<file path="src/rtl/cpu_step_ctrl.sv">
// cpu_step_ctrl: turns the divider's slow clock, a debounced step button and
// the selected run mode into single-cycle clock-enable pulses for the RV32 core.
// Build option: define CPU_STEP_BREAKPOINT_EN to include the PC breakpoint
// (bp_armed, S_BP, sticky bp_hit); otherwise the breakpoint ports are ignored.
module cpu_step_ctrl #(
  parameter int CNT_W        = 16,
  parameter int DEBOUNCE_CYC = 330000
) (
  input  logic              clk_in,
  input  logic              rst_n,
  input  logic              slow_clk_in,
  input  logic [1:0]        mode,
  input  logic              step_btn,
  input  logic              bp_en,
  input  logic [31:0]       bp_addr,
  input  logic [31:0]       pc,
  output logic              core_ce,
  output logic              halted,
  output logic              bp_hit,
  output logic [CNT_W-1:0]  step_count
);

  localparam logic [1:0] M_HALT   = 2'b00;
  localparam logic [1:0] M_SLOW   = 2'b01;
  localparam logic [1:0] M_RUN    = 2'b10;
  localparam logic [1:0] M_SINGLE = 2'b11;

  localparam int             DB_W      = $clog2(DEBOUNCE_CYC + 1);
  localparam logic [DB_W-1:0] DB_RELOAD = DB_W'(DEBOUNCE_CYC - 1);

  typedef enum logic [2:0] {S_HALT, S_WAIT, S_PULSE, S_RUN, S_BP} state_t;

  state_t state;
  state_t state_next;

  // ---------------------------------------------------------------------
  // Slow clock: synchronize, then detect rising edges (one tick per period)
  // ---------------------------------------------------------------------
  logic slow_ff1, slow_ff2, slow_ff3;
  logic tick;

  // Two-flop synchronizer plus a delay flop for edge detection.
  always_ff @(posedge clk_in) begin
    if (!rst_n) begin
      slow_ff1 <= 1'b0;
      slow_ff2 <= 1'b0;
      slow_ff3 <= 1'b0;
    end else begin
      slow_ff1 <= slow_clk_in;
      slow_ff2 <= slow_ff1;
      slow_ff3 <= slow_ff2;
    end
  end

  assign tick = slow_ff2 & ~slow_ff3;

  // ---------------------------------------------------------------------
  // Step button: synchronize, debounce, and turn a press into a request
  // ---------------------------------------------------------------------
  logic            btn_ff1, btn_ff2;
  logic            btn_stable;
  logic [DB_W-1:0] db_cnt;
  logic            btn_rise;
  logic            step_req;
  logic            req_take;

  // The stable level only follows the synced level once it has differed
  // for DEBOUNCE_CYC consecutive cycles; any agreement reloads the count.
  always_ff @(posedge clk_in) begin
    if (!rst_n) begin
      btn_ff1    <= 1'b0;
      btn_ff2    <= 1'b0;
      btn_stable <= 1'b0;
      db_cnt     <= DB_RELOAD;
    end else begin
      btn_ff1 <= step_btn;
      btn_ff2 <= btn_ff1;
      if (btn_ff2 == btn_stable) begin
        db_cnt <= DB_RELOAD;
      end else if (db_cnt == '0) begin
        btn_stable <= btn_ff2;
        db_cnt     <= DB_RELOAD;
      end else begin
        db_cnt <= db_cnt - DB_W'(1);
      end
    end
  end

  // Accepted press: the stable level is about to flip from 0 to 1.
  assign btn_rise = btn_ff2 & ~btn_stable & (db_cnt == '0);

  // The FSM consumes a request when it leaves S_HALT on it in SINGLE mode.
  assign req_take = (state == S_HALT) && (mode == M_SINGLE) && step_req;

  // Pending step request; only meaningful while SINGLE mode is selected.
  always_ff @(posedge clk_in) begin
    if (!rst_n) begin
      step_req <= 1'b0;
    end else if (mode != M_SINGLE) begin
      step_req <= 1'b0;
    end else if (btn_rise) begin
      step_req <= 1'b1;
    end else if (req_take) begin
      step_req <= 1'b0;
    end
  end

  // ---------------------------------------------------------------------
  // Breakpoint
  // ---------------------------------------------------------------------
  logic bp_stop;

`ifdef CPU_STEP_BREAKPOINT_EN
  logic bp_armed;

  assign bp_stop = bp_en & bp_armed & (pc == bp_addr);

  // Disarm on entering S_BP so the core can step past the breakpoint PC;
  // re-arm on the first enabled cycle after leaving.
  always_ff @(posedge clk_in) begin
    if (!rst_n) begin
      bp_armed <= 1'b1;
    end else if ((state_next == S_BP) && (state != S_BP)) begin
      bp_armed <= 1'b0;
    end else if (core_ce) begin
      bp_armed <= 1'b1;
    end
  end
`else
  logic unused_bp;

  assign bp_stop   = 1'b0;
  assign unused_bp = ^{bp_en, bp_addr, pc};
`endif

  // ---------------------------------------------------------------------
  // Mode FSM
  // ---------------------------------------------------------------------

  // Next-state decision; a breakpoint pre-empts every move that would
  // enable the core, regardless of mode or tick.
  always_comb begin
    state_next = state;
    case (state)
      S_HALT: begin
        if (mode == M_RUN)
          state_next = bp_stop ? S_BP : S_RUN;
        else if (mode == M_SLOW)
          state_next = S_WAIT;
        else if ((mode == M_SINGLE) && step_req)
          state_next = bp_stop ? S_BP : S_PULSE;
      end
      S_WAIT: begin
        if ((mode == M_HALT) || (mode == M_SINGLE))
          state_next = S_HALT;
        else if (mode == M_RUN)
          state_next = bp_stop ? S_BP : S_RUN;
        else if (tick)
          state_next = bp_stop ? S_BP : S_PULSE;
      end
      S_PULSE: begin
        if (mode == M_SLOW)
          state_next = S_WAIT;
        else if (mode == M_RUN)
          state_next = bp_stop ? S_BP : S_RUN;
        else
          state_next = S_HALT;
      end
      S_RUN: begin
        if (bp_stop)
          state_next = S_BP;
        else if (mode != M_RUN)
          state_next = S_HALT;
      end
      S_BP: begin
        if (mode == M_HALT)
          state_next = S_HALT;
      end
      default: state_next = S_HALT;
    endcase
  end

  // State register with outputs registered from the state being entered,
  // so core_ce is high exactly during S_PULSE/S_RUN cycles.
  always_ff @(posedge clk_in) begin
    if (!rst_n) begin
      state      <= S_HALT;
      core_ce    <= 1'b0;
      halted     <= 1'b1;
      bp_hit     <= 1'b0;
      step_count <= '0;
    end else begin
      state   <= state_next;
      core_ce <= (state_next == S_PULSE) || (state_next == S_RUN);
      halted  <= !((state_next == S_PULSE) || (state_next == S_RUN));
`ifdef CPU_STEP_BREAKPOINT_EN
      bp_hit  <= (state_next == S_BP);
`else
      bp_hit  <= 1'b0;
`endif
      if (core_ce)
        step_count <= step_count + CNT_W'(1);
    end
  end

endmodule

</file>
<file path="config.mk">
export PLATFORM = sky130hd
export DESIGN_NAME = cpu_step_ctrl
export DESIGN_NICKNAME = d
export VERILOG_FILES = /design/src/rtl/cpu_step_ctrl.sv
export SDC_FILE = /design/constraint.sdc
export NUM_CORES = 1
export LEC_CHECK = 0
export BUFFER_PORTS_ARGS = -buffer_cell sky130_fd_sc_hd__buf_4
export CAP_MARGIN = 30
export CORE_MARGIN = 2
export CORE_UTILIZATION = 51
export CTS_CLUSTER_SIZE = 8
export DETAILED_ROUTE_END_ITERATION = 10
export PLACE_DENSITY_LB_ADDON = 0.25
export REMOVE_ABC_BUFFERS = 1
export SYNTH_ARGS = -nofsm -noshare
export SYNTH_HDL_FRONTEND = slang
export SYNTH_SLANG_ARGS = --single-unit
</file>
<file path="constraint.sdc">
create_clock -name clk_in -period 2.85 [get_ports clk_in]
set_input_delay 0.285 -clock clk_in [delete_from_list [all_inputs] [get_ports clk_in]]
set_output_delay 0.285 -clock clk_in [all_outputs]
set_load 0.03 [all_outputs]
</file>
Word-level counts from Yosys, hierarchy flattened
Index checks and enable logic that the tools add are counted.
{"block": "op_classes", "bitwise_logic": 7, "n_reduce_logical": 13, "eq_ne": 12, "n_mux": 13, "n_addsub": 2}
{"op": "3-bit 2-to-1 mux", "count": 8}
{"op": "19-bit zero test", "count": 1}
{"op": "19-bit by 1-bit subtractor with 19-bit output (second input constant)", "count": 1}
{"op": "16-bit by 1-bit adder with 16-bit output (second input constant)", "count": 1}
{"op": "3-bit case mux with 5 select lines", "count": 1}
{"op": "3-bit by 2-bit equality test with 1-bit output (second input constant)", "count": 4}
{"op": "2-bit equality test (second input constant)", "count": 2}
{"op": "2-bit 2-to-1 mux", "count": 2}
{"op": "2-bit != test (second input constant)", "count": 2}
{"op": "1-bit inverter", "count": 4}
{"op": "1-bit bitwise AND", "count": 3}
{"op": "3-bit by 1-bit equality test with 1-bit output (second input constant)", "count": 1}
{"op": "3-bit equality test (second input constant)", "count": 1}
{"op": "1-bit logical AND", "count": 3}
{"op": "3-bit zero test", "count": 1}
{"op": "3-bit OR reduction", "count": 1}
{"op": "2-bit by 1-bit equality test with 1-bit output (second input constant)", "count": 1}
{"op": "2-bit zero test", "count": 1}
{"op": "1-bit logical OR", "count": 2}
{"op": "1-bit 2-to-1 mux", "count": 2}
{"op": "2-bit AND reduction", "count": 1}
{"op": "2-bit nonzero test", "count": 1}
{"op": "2-bit OR reduction", "count": 1}
{"op": "1-bit equality test", "count": 1}
{"op": "1-bit zero test", "count": 1}
{"block": "word_totals", "input_bits": 71, "word_cells": 59, "out_inout_bits": 19, "regBits": 47}

Logic depth before layout (Yosys ltp)
Gate-level depths: netlist of run 1.
{"block": "depth", "word_depth": 9, "mapped_depth": 7, "depth_no_buf": 6}

Worst setup path before layout of run 1
OpenSTA, ideal clock, no wires.
{"block": "synth_path", "path_kind": "register to register", "start": "reg db_cnt[14]", "end": "reg db_cnt[13]", "path_slack_ns": 1.043, "required_time_ns": 2.725, "setup_time_ns": 0.125, "t_arrival_ns": 1.682, "path_stages_with_launch": 6, "synth_period_minus_slack_ns": 1.807, "path_buffers": 1, "path_cell_list": "dfxtp_1 -> or4_4 -> or3_4 -> o31ai_4 -> buf_6 -> a21oi_1"}
{"block": "synth_via", "elab_chain_len": 2}
{"element": "start: declaration", "line": "62", "text": "logic [DB_W-1:0] db_cnt;"}
{"element": "start signal: assignment", "line": "84", "text": "db_cnt <= db_cnt - DB_W'(1);"}
{"element": "19-bit zero test", "line": "80", "text": "end else if (db_cnt == '0) begin"}
{"element": "3-bit OR reduction (no line)"}
Every way passes these cells.
A chain may end at the register's enable or synchronous reset.

Worst setup path in the final report of run 1
{"block": "layout_path", "start": "reg db_cnt[14]", "end": "reg db_cnt[10]"}
Same word-level chain as after synthesis.

==> results.yml, run 1 <==
route:
  drtAntennaViolNets: 0
  route.detailed.drc: 0
  drt_iter0_markers: 81
  vias: 1676
  finalWirelength_um: 3680
  vias_per_cell: 5.42
  wl_per_cell_um: 11.9
  firstDrtPassIters: 4
yosys:
  synth_compound_area_share_pct: 9.75
  synth_area_leader_cell: "dfxtp_1"
  synth-edff-count: 0
  synth_top_family_by_area: "simple AND/OR/NAND/NOR gates"
  yosys.area_share.simple_pct: 28.8
  yosysMostFrequentCell: "dfxtp_1"
  synthTopCellsByArea: "dfxtp_1 (44%), nor2_1 (5.0%), ha_1 (4.7%)"
  syn_inst: 232
  syn_area_per_cell_um2: 9.13
  yosysSeqAreaShare_pct: 44.4
  synth-seq-cells: 47
  synthMuxAreaShare_pct: 0.946
  ys_async_sr_fraction_pct: 0
  synth_commonest_cells: "dfxtp_1 (47), nor2_1 (28), nand2_1 (17)"
  syn_area_mm2: 0.00212
  synthAdderAreaFrac_pct: 4.73
  yosys.area.top_type_share_pct: 44.4
  ys_types: 43
  ys.flop_type: "dfxtp_1"
  yosysWarnings: 0
  synth_xor_area_share_pct: 8.27
floorplan:
  io_pins: 90
  die_h_um: 68.4
  die_w_um: 68.4
  core_area_mm2: 0.00400
  rows: 23
  die_area_mm2: 0.00468
  start_util_pct: 52.9
worst_setup_path:
  critPathMaxFanout: 11
  cp_slowest_stage_delay_ns: 0.56
  crit_family: "simple AND/OR/NAND/NOR gates"
  required_ns: 3.02
  reg2reg_slack_ns: 0.82
  timing.rr.end: "db_cnt[10]"
  cp_cell_sequence: "or4_4 > or3_4 > o31ai_4 > nor2_1"
  reg2regPathDepth: 4
  critPathKind: "flop to flop"
  endpoint_kind: "flop"
  setup.worst_path.start_class: "flop"
  reg2reg_from: "db_cnt[14]"
  critical_path_arrival_ns: 2.20
  crit_buf_inv: 0
  cp_slowest_cell: "or4_4"
hold_path:
  worstHoldStart: "step_btn"
  hold_end: "btn_ff1"
  whs_path_depth: 2
  hp-class: "primary input to flop"
global_route:
  grt_pass1_vias: 1466
  overflow: 0
  grt_start_max_net_pins: 18
  antenna_found_initial: 0
  grt_pass1_wl_um: 6270
  track_usage_pct: 17.7
placement:
  portBuffers: 23
  dp_cells: 301
  dp_hpwl_um: 2630
  gp_congestion: 0.713
cts:
  cts_tree: "built"
  clock_path_buffers: 2
  clk_pin_slew_ns: 0.09
  cts_sinks: 47
  clock-root-buffer: "clkbuf_8"
  post-cts-setup-buffers: 0
  worstSkewPairLatency_ns: 0.30
  htree_levels: 2
  cts_resized: 0
  cts_hold_buffers: 0
  cts_made_buffers: 5
sta:
  max_clock_freq_mhz: 494
  rsz0062_at_grt: "no"
  fin_crit_ns: 2.03
  min_period_over_period_pct: 71.1
  hold_violations: 0
  worstMarginPinSlew_ns: 0.630
  slew_viol_final: 0
  finalClockSkew_ns: 0.00327
  setup-tns-final_ns: 0
  relSlewSlack_pct: 57.9
  setup_violations: 0
finish:
  drive_gt1_share_pct: 16.2
  n_fill_cell: 354
  largest_reg_flops: 19
  reg.largest.list: "db_cnt: 19 flops, step_count: 16 flops, state: 3 flops"
  largest-register: "db_cnt"
  multiInputGateArea_mm2: 0.00112
  seq_area_um2: 941
  antenna_cells: 0
  nNetsFinal: 337
  syn2layout_area_growth_pct: 15.5
  instances_no_fill: 309
run_status:
  status: "complete, no violations"
run:
  maxCapViolCount: 0
pwr:
  p_total_mw: 1.23
  ir_drop_uv: 383
  power_density_mw_per_mm2: 501
  p_leak_nw: 0.892
where the power goes:
group | total, mW | leakage (nW) | switching (mW) | internal (mW)
clock network | 0.498 | 0.0587 | 0.233 | 0.266
registers | 0.673 | 0.380 | 0.00881 | 0.664
logic | 0.0545 | 0.453 | 0.0307 | 0.0238
final cells by class:
class                           count  share of cell area (%)
Inverter                            8                    1.23
Timing Repair Buffer               24                    7.37
Clock inverter                      3                    1.94
Multi-Input combinational cell    172                    45.6
Clock buffer                        5                    2.81
Tap cell                           50                    2.56
Sequential cell                    47                    38.5
how the worst max path moves through the flow:
stage          slack (ns)        from    endpoint  cells after the start
5_1_grt              0.70  db_cnt[14]   db_cnt[5]                      4
3_5_place_dp         0.81  db_cnt[14]  db_cnt[10]                      4
4_1_cts              0.79  db_cnt[14]  db_cnt[10]                      4
3_3_place_gp         0.84  db_cnt[14]  db_cnt[12]                      4
6_report             0.82  db_cnt[14]  db_cnt[10]                      4
2_1_floorplan        1.01  db_cnt[14]  db_cnt[10]                      4
through the flow:
step                cell area [um^2]  hold slack (ns)  utilization (%)  worst slack, ns
finish                          2450            0.186             61.2            0.825
global route                    2450            0.179             61.2            0.700
CTS                             2450            0.179             61.2            0.790
detailed placement              2330            0.402             58.2            0.814
global placement                2330            0.397             58.2            0.836
floorplan                       2090            0.384                -             1.01
cells in the final DEF (no fill, tap or decap), drive strengths merged, types with 3 or more instances in the layout:
| cell type | netlist | final |
|---|---|---|
| dfxtp | 47 | 47 |
| nor2 | 28 | 28 |
| buf | 2 | 24 |
| nand2 | 18 | 18 |
| nor3 | 11 | 11 |
| a21oi | 11 | 11 |
| xnor2 | 10 | 10 |
| xor2 | 10 | 10 |
| nand3 | 9 | 9 |
| ha | 8 | 8 |
| inv | 7 | 8 |
| o31ai | 8 | 8 |
| or4 | 8 | 8 |
| or3 | 7 | 7 |
| nand4 | 6 | 6 |
| o21ai | 5 | 5 |
| and2 | 5 | 5 |
| clkbuf | 3 | 5 |
| nor4 | 5 | 5 |
| nand2b | 3 | 3 |
per-layer routing:
metal | vias up | part of all wire (%) | GRT usage [%]
li1 | 877 | - | -
met1 | 768 | 49 | 23.5
met5 | - | 0 | 0
met4 | 0 | 1.3 | 6.00
met2 | 26 | 46 | 26.9
met3 | 5 | 3.8 | 5.43
logic make-up after synthesis:
logic type / after synthesis
flip-flops: 47
other: 1
AND/OR/NAND/NOR: 111
buffers and inverters: 13
adder cells (fa/ha/maj): 8
multiplexers: 2
AO/OA/AOI/OAI: 30
XOR/XNOR: 20
(Power assumes the default switching activity.)
==> inputs of run 2 (changes only) <==
--- a/config.mk
+++ b/config.mk
@@ -5,10 +5,11 @@
 export SDC_FILE = /design/constraint.sdc
 export NUM_CORES = 1
 export LEC_CHECK = 0
+export ABC_AREA = 1
 export BUFFER_PORTS_ARGS = -buffer_cell sky130_fd_sc_hd__buf_4
 export CAP_MARGIN = 30
 export CORE_MARGIN = 2
-export CORE_UTILIZATION = 51
+export CORE_UTILIZATION = 43
 export CTS_CLUSTER_SIZE = 8
 export DETAILED_ROUTE_END_ITERATION = 10
 export PLACE_DENSITY_LB_ADDON = 0.25
==> constraint.sdc (replaced) <==
create_clock -name clk_in -period 1.8 [get_ports clk_in]
set_input_delay 0.18 -clock clk_in [delete_from_list [all_inputs] [get_ports clk_in]]
set_output_delay 0.18 -clock clk_in [all_outputs]
set_load 0.03 [all_outputs]
==> run 2 against run 1 <==
Net effect: setup slack got worse by 0.45 ns; via count increased by 11%; clock power increased by 25%; sequential power increased by 60%; worst hold slack got worse by 0.12 ns; combinational power increased by 130%; global-route usage decreased by 3.1 points; register-to-register slack got worse by 0.45 ns; routed wire length increased by 7.5%.
==> results.yml, run 2 <==
route:
  firstDrtPassIters: 4
  vias_per_cell: 4.52
  drtAntennaViolNets: 0
  vias: 1859
  route.detailed.drc: 0
  finalWirelength_um: 3960
  wl_per_cell_um: 9.63
  drt_iter0_markers: 70
sta:
  finalClockSkew_ns: 0.00591
  min_period_over_period_pct: 79.4
  hold_violations: 0
  fin_crit_ns: 1.43
  setup_violations: 0
  max_clock_freq_mhz: 700
  rsz0062_at_grt: "no"
  setup-tns-final_ns: 0
  slew_viol_final: 0
finish:
  drive_gt1_share_pct: 15.2
  instances_no_fill: 411
  final_common_cell: "nand2_1"
  reg.largest.list: "db_cnt: 19 flops, step_count: 16 flops, state: 3 flops"
  nNetsFinal: 419
  syn2layout_area_growth_pct: 14.6
  antenna_cells: 0
  final_cell_mix: "nand2_1 (67), nor2_1 (52), dfxtp_1 (47), inv_1 (45), buf_4 (26)"
  post-route-util_pct: 50.6
  fin_area_mm2: 0.00257
  largest_reg_flops: 19
  largest-register: "db_cnt"
pwr:
  swShare_pct: 24.6
  ir_drop_uv: 369
  pwr-share-clk_pct: 34.1
  p_leak_nw: 1.12
  power_density_mw_per_mm2: 711
  seqPwrFrac_pct: 58.9
  comb_power_share_pct: 7.0
  p_switching_mw: 0.450
  internal_power_mw: 1.38
worst_setup_path:
  reg2regPathDepth: 7
  reg2reg_from: "db_cnt[0]"
  setup.worst_path.start_class: "flop"
  critPathKind: "flop to flop"
  endpoint_kind: "flop"
  startpoint: "db_cnt[0]"
  required_ns: 2.04
  critical_path_arrival_ns: 1.66
  timing.rr.end: "db_cnt[10]"
  critPathMaxFanout: 5
  reg2reg_slack_ns: 0.37
floorplan:
  start_util_pct: 44.2
  die_area_mm2: 0.00580
  die_h_um: 76.2
  core_area_mm2: 0.00507
  io_pins: 90
  rows: 26
  die_w_um: 76.2
global_route:
  overflow: 0
  track_usage_pct: 14.6
  grt_pass1_vias: 1731
  grt_start_max_net_pins: 21
  grt_pass1_wl_um: 6970
  antenna_found_initial: 0
run:
  maxCapViolCount: 0
cts:
  clock_path_buffers: 2
  cts_hold_buffers: 0
  cts_made_buffers: 5
  clk_pin_slew_ns: 0.09
  cts_tree: "built"
  cts_resized: 0
  htree_levels: 2
  post-cts-setup-buffers: 0
  clock-root-buffer: "clkbuf_8"
  worstSkewPairLatency_ns: 0.30
  cts_sinks: 47
yosys:
  ys.flop_type: "dfxtp_1"
  syn_inst: 311
  synth-seq-cells: 47
  yosysSeqAreaShare_pct: 42.0
  yosys.area.top_type_share_pct: 42.0
  synth-edff-count: 0
  ys_async_sr_fraction_pct: 0
  syn_area_per_cell_um2: 7.21
  yosysWarnings: 0
  synth_commonest_cells: "nand2_1 (67), nor2_1 (52), dfxtp_1 (47)"
  synthTopCellsByArea: "dfxtp_1 (42%), nand2_1 (11%), nor2_1 (8.7%)"
  yosysMostFrequentCell: "nand2_1"
  synth_area_leader_cell: "dfxtp_1"
  ys_types: 33
  syn_area_mm2: 0.00224
hold_path:
  whs_path_depth: 3
  hp-class: "primary input to flop"
  hold_end: "slow_ff1"
  worstHoldStart: "slow_clk_in"
run_status:
  status: "complete, no violations"
placement:
  dpl_cell_area_mm2: 0.00248
  gp_congestion: 0.782
  dp_hpwl_um: 3010
  dp_cells: 403
  portBuffers: 23
run 2: cell types whose count changed after synthesis, moves of 5 or more:
cell     previous run  this run
nor2_2              0         5
o31ai_1             7         0
or4_1               6         0
nor2_1             28        52
xor2_1             10         4
o21ai_0             5        10
nand2_1            17        67
nor3_1             11         4
a21oi_1            10        17
and2_1              5         0
inv_1               7        45
run 2: power groups by stage:
stage          Clock [mW]  Combinational [mW]  Sequential [mW]
6_report            0.623               0.127             1.08
5_1_grt             0.706               0.144             1.08
4_1_cts             0.663               0.128             1.08
3_5_place_dp            0               0.128             1.10
3_3_place_gp            0               0.126             1.10
2_1_floorplan           0              0.0612             1.12
run 2: stage by stage:
stage	total power [mW]	hold WS (ns)	worst slack (ns)
after detailed placement	1.23	0.374	0.363
final	1.83	0.0625	0.371
after CTS	1.87	0.0484	0.332
after floorplan	1.18	0.273	0.312
after global routing	1.93	0.0431	0.169
after global placement	1.23	0.372	0.401
run 2: worst max-delay path by stage:
stage               cells past startpoint             end
floorplan                               8  step_count[14]
global placement                        7      db_cnt[10]
detailed placement                      8      db_cnt[14]
CTS                                     7      db_cnt[10]
global route                            8      db_cnt[14]
finish                                  7      db_cnt[10]
run 2: worst max-delay path, cell delays in order, from the launching register on:
cell and delay (ns):
dfxtp_1 0.32, inv_1 0.11, ha_1 0.24, nand2_2 0.09
nor2_4 0.17, nand2_2 0.10, or2_0 0.22, a21oi_2 0.12
run 2: layout make-up:
| type | instances | area (um^2) |
|---|---|---|
| clock buffers | 5 | 68.8 |
| fillers | 533 | 2510 |
| clock inverters | 3 | 20.0 |
| inverters | 47 | 176 |
| multi-input cells | 213 | 1080 |
| flip-flops and latches | 47 | 941 |
| well taps | 70 | 87.6 |
| repair buffers | 26 | 195 |
run 2: cells by family after synthesis:
group | after synthesis | synth area share, %
buffers and inverters | 51 | 9.83
DFF | 47 | 42.0
and+or+nand+nor | 161 | 31.9
adders and majority gates | 8 | 4.47
other | 1 | 0.167
AOI/OAI and AO/OA | 33 | 7.71
xor gates and xnor gates | 10 | 3.91
run 2: layer usage:
metal | track usage [%] | vias up | wire length [um]
li1 | - | 1017 | -
met1 | 16.6 | 814 | 1890
met2 | 25.4 | 22 | 1860
met3 | 4.50 | 6 | 145
met4 | 6.00 | 0 | 59
met5 | 0 | - | 0
==> inputs of run 3 (changes only) <==
--- a/config.mk
+++ b/config.mk
@@ -5,7 +5,7 @@
 export SDC_FILE = /design/constraint.sdc
 export NUM_CORES = 1
 export LEC_CHECK = 0
-export ABC_AREA = 1
+export ABC_AREA = 0
 export BUFFER_PORTS_ARGS = -buffer_cell sky130_fd_sc_hd__buf_4
 export CAP_MARGIN = 30
 export CORE_MARGIN = 2
==> constraint.sdc (replaced) <==
create_clock -name clk_in -period 1.3 [get_ports clk_in]
set_input_delay 0.13 -clock clk_in [delete_from_list [all_inputs] [get_ports clk_in]]
set_output_delay 0.13 -clock clk_in [all_outputs]
set_load 0.03 [all_outputs]
==> run 3 against run 2 <==
Net effect: the run now ends with setup timing left; design area up 27%; highest routed layer unchanged; critical endpoint is now db_cnt[17]; first-iteration DRC count up 23%; utilization up 18 points; register-to-register slack worse by 0.91 ns; sequential power up 36%; clock power up 69%.
==> results.yml, run 3 (synthesis gave the netlist of run 1 again) <==
global_route:
  antenna_found_initial: 0
  overflow: 0
  grt_start_max_net_pins: 17
  grt_pass1_vias: 1935
  track_usage_pct: 19.4
  grt_pass1_wl_um: 8390
worst_setup_path:
  critical_path_arrival_ns: 2.09
  crit_family: "simple AND/OR/NAND/NOR gates"
  reg2regPathDepth: 4
  crit_path_end: "db_cnt[17]"
  critPathMostFrequentCell: "or4_4"
  cp_cell_sequence: "or4_4 > or2_1 > or4_4 > a21oi_2"
  startpoint: "db_cnt[14]"
  reg2reg_slack_ns: -0.54
  cp_slowest_stage_delay_ns: 0.55
  endpoint_kind: "flop"
  setup.worst_path.start_class: "flop"
  timing.rr.end: "db_cnt[17]"
  path_depth: 4
  critPathMaxFanout: 3
  crit_buf_inv: 0
  reg2reg_from: "db_cnt[14]"
  cp_slowest_cell: "or4_4"
  required_ns: 1.55
  critPathKind: "flop to flop"
placement:
  gp_congestion: 0.761
  dp_hpwl_um: 3380
  dp_worst_setup_slack_ns: -0.544
  portBuffers: 23
sta:
  hold_violations: 0
  fin_crit_ns: 1.84
  finalClockSkew_ns: 0.0116
  min_period_over_period_pct: 141
  worst_slack_ns: -0.539
  setup_violations: 23
  slew_viol_final: 0
  max_clock_freq_mhz: 544
  setup-tns-final_ns: -10.30
  rsz0062_at_grt: "yes"
cts:
  cts_hold_buffers: 0
  clock-root-buffer: "clkbuf_8"
  cts_tree: "built"
  cts_made_buffers: 5
  clock_path_buffers: 2
  clk_pin_slew_ns: 0.09
  worstSkewPairLatency_ns: 0.31
  htree_levels: 2
  cts_sinks: 47
route:
  drt_iter0_markers: 86
  finalWirelength_um: 5100
  wl_per_cell_um: 12.9
  vias: 1986
  drtAntennaViolNets: 0
  vias_per_cell: 5.03
  firstDrtPassIters: 4
  route.detailed.drc: 0
finish:
  reg.largest.list: "db_cnt: 19 flops, step_count: 16 flops, state: 3 flops"
  drive_gt1_share_pct: 46.6
  syn2layout_area_growth_pct: 54.0
  final_cell_mix: "buf_4 (85), dfxtp_1 (35), nor2_1 (25), nand2_1 (16)"
  antenna_cells: 0
  final_common_cell: "buf_4"
  largest_reg_flops: 19
  post-route-util_pct: 69.0
  n_fill_cell: 359
  largest-register: "db_cnt"
  nNetsFinal: 407
floorplan:
  rows: 25
  die_w_um: 74.2
  die_h_um: 74.2
  start_util_pct: 44.8
  io_pins: 90
  die_area_mm2: 0.00550
  core_area_mm2: 0.00472
run_status:
  status: "finished with violations"
  violations: "setup timing"
pwr:
  internal_power_mw: 2.10
  seqPwrFrac_pct: 54.8
  p_total_mw: 2.68
  p_leak_nw: 1.36
  comb_power_share_pct: 6.1
  swShare_pct: 21.8
  p_switching_mw: 0.586
  pwr-share-clk_pct: 39.0
  power_density_mw_per_mm2: 823
  ir_drop_uv: 622
hold_path:
  whs_path_depth: 2
  hp-class: "primary input to flop"
run:
  maxCapViolCount: 0
[run 3: worst min-delay path by stage]
stage,from,endpoint,slack (ns)
4_1_cts,slow_clk_in,slow_ff1,0.03
3_5_place_dp,slow_clk_in,slow_ff1,0.34
2_1_floorplan,rst_n,btn_ff1,0.25
5_1_grt,slow_clk_in,slow_ff1,0.05
6_report,slow_clk_in,slow_ff1,0.03
3_3_place_gp,step_btn,btn_ff1,0.34
[run 3: stage by stage]
step | hold WS [ns] | instances | area, um^2
after floorplan | 0.252 | 227 | 2090
after global placement | 0.338 | 379 | 2820
after detailed placement | 0.343 | 379 | 2820
after CTS | 0.0321 | 395 | 3170
after global routing | 0.0466 | 395 | 3260
final | 0.0323 | 395 | 3260
[run 3: cell type report]
| class | instances | area [um^2] | share of cell area (%) |
|---|---|---|---|
| multi-input combinational | 172 | 1340 | 41.1 |
| sequential | 47 | 963 | 29.5 |
| timing repair buffer | 94 | 739 | 22.7 |
| tap | 67 | 83.8 | 2.57 |
| clock buffer | 6 | 72.6 | 2.23 |
| clock inverter | 1 | 30.0 | 0.921 |
| inverter | 8 | 30.0 | 0.921 |
[run 3: power by group through the flow]
stage                     registers, mW  logic, mW  clock network [mW]
after global placement             1.51      0.153                   0
after CTS                          1.47      0.167                1.06
after detailed placement           1.51      0.157                   0
final                              1.47      0.165                1.05
after global routing               1.47      0.181                1.12
after floorplan                    1.52     0.0682                   0
[run 3: routing by layer]
layer	global-route usage [%]	vias up	part of all wire, %
met3	3.79	6	2.4
met2	33.7	21	50
met1	24.3	949	46
met4	5.86	0	1.2
li1	-	1010	-
met5	0	-	0
[run 3: worst reg2reg max path, cell delays in order, from the launching register on]
cell     delay (ns)
dfxtp_2        0.33
or4_4          0.55
or2_1          0.25
or4_4          0.52
a21oi_2        0.14
[run 3: timing repair]
| item | CTS | global route |
|---|---|---|
| gates resized for setup | 34 | 36 |
| endpoints found under the setup margin | 30 | 31 |
| pin swaps | 15 | 17 |
| buffers inserted | 9 | 2 |
| gates cloned | 1 | 0 |
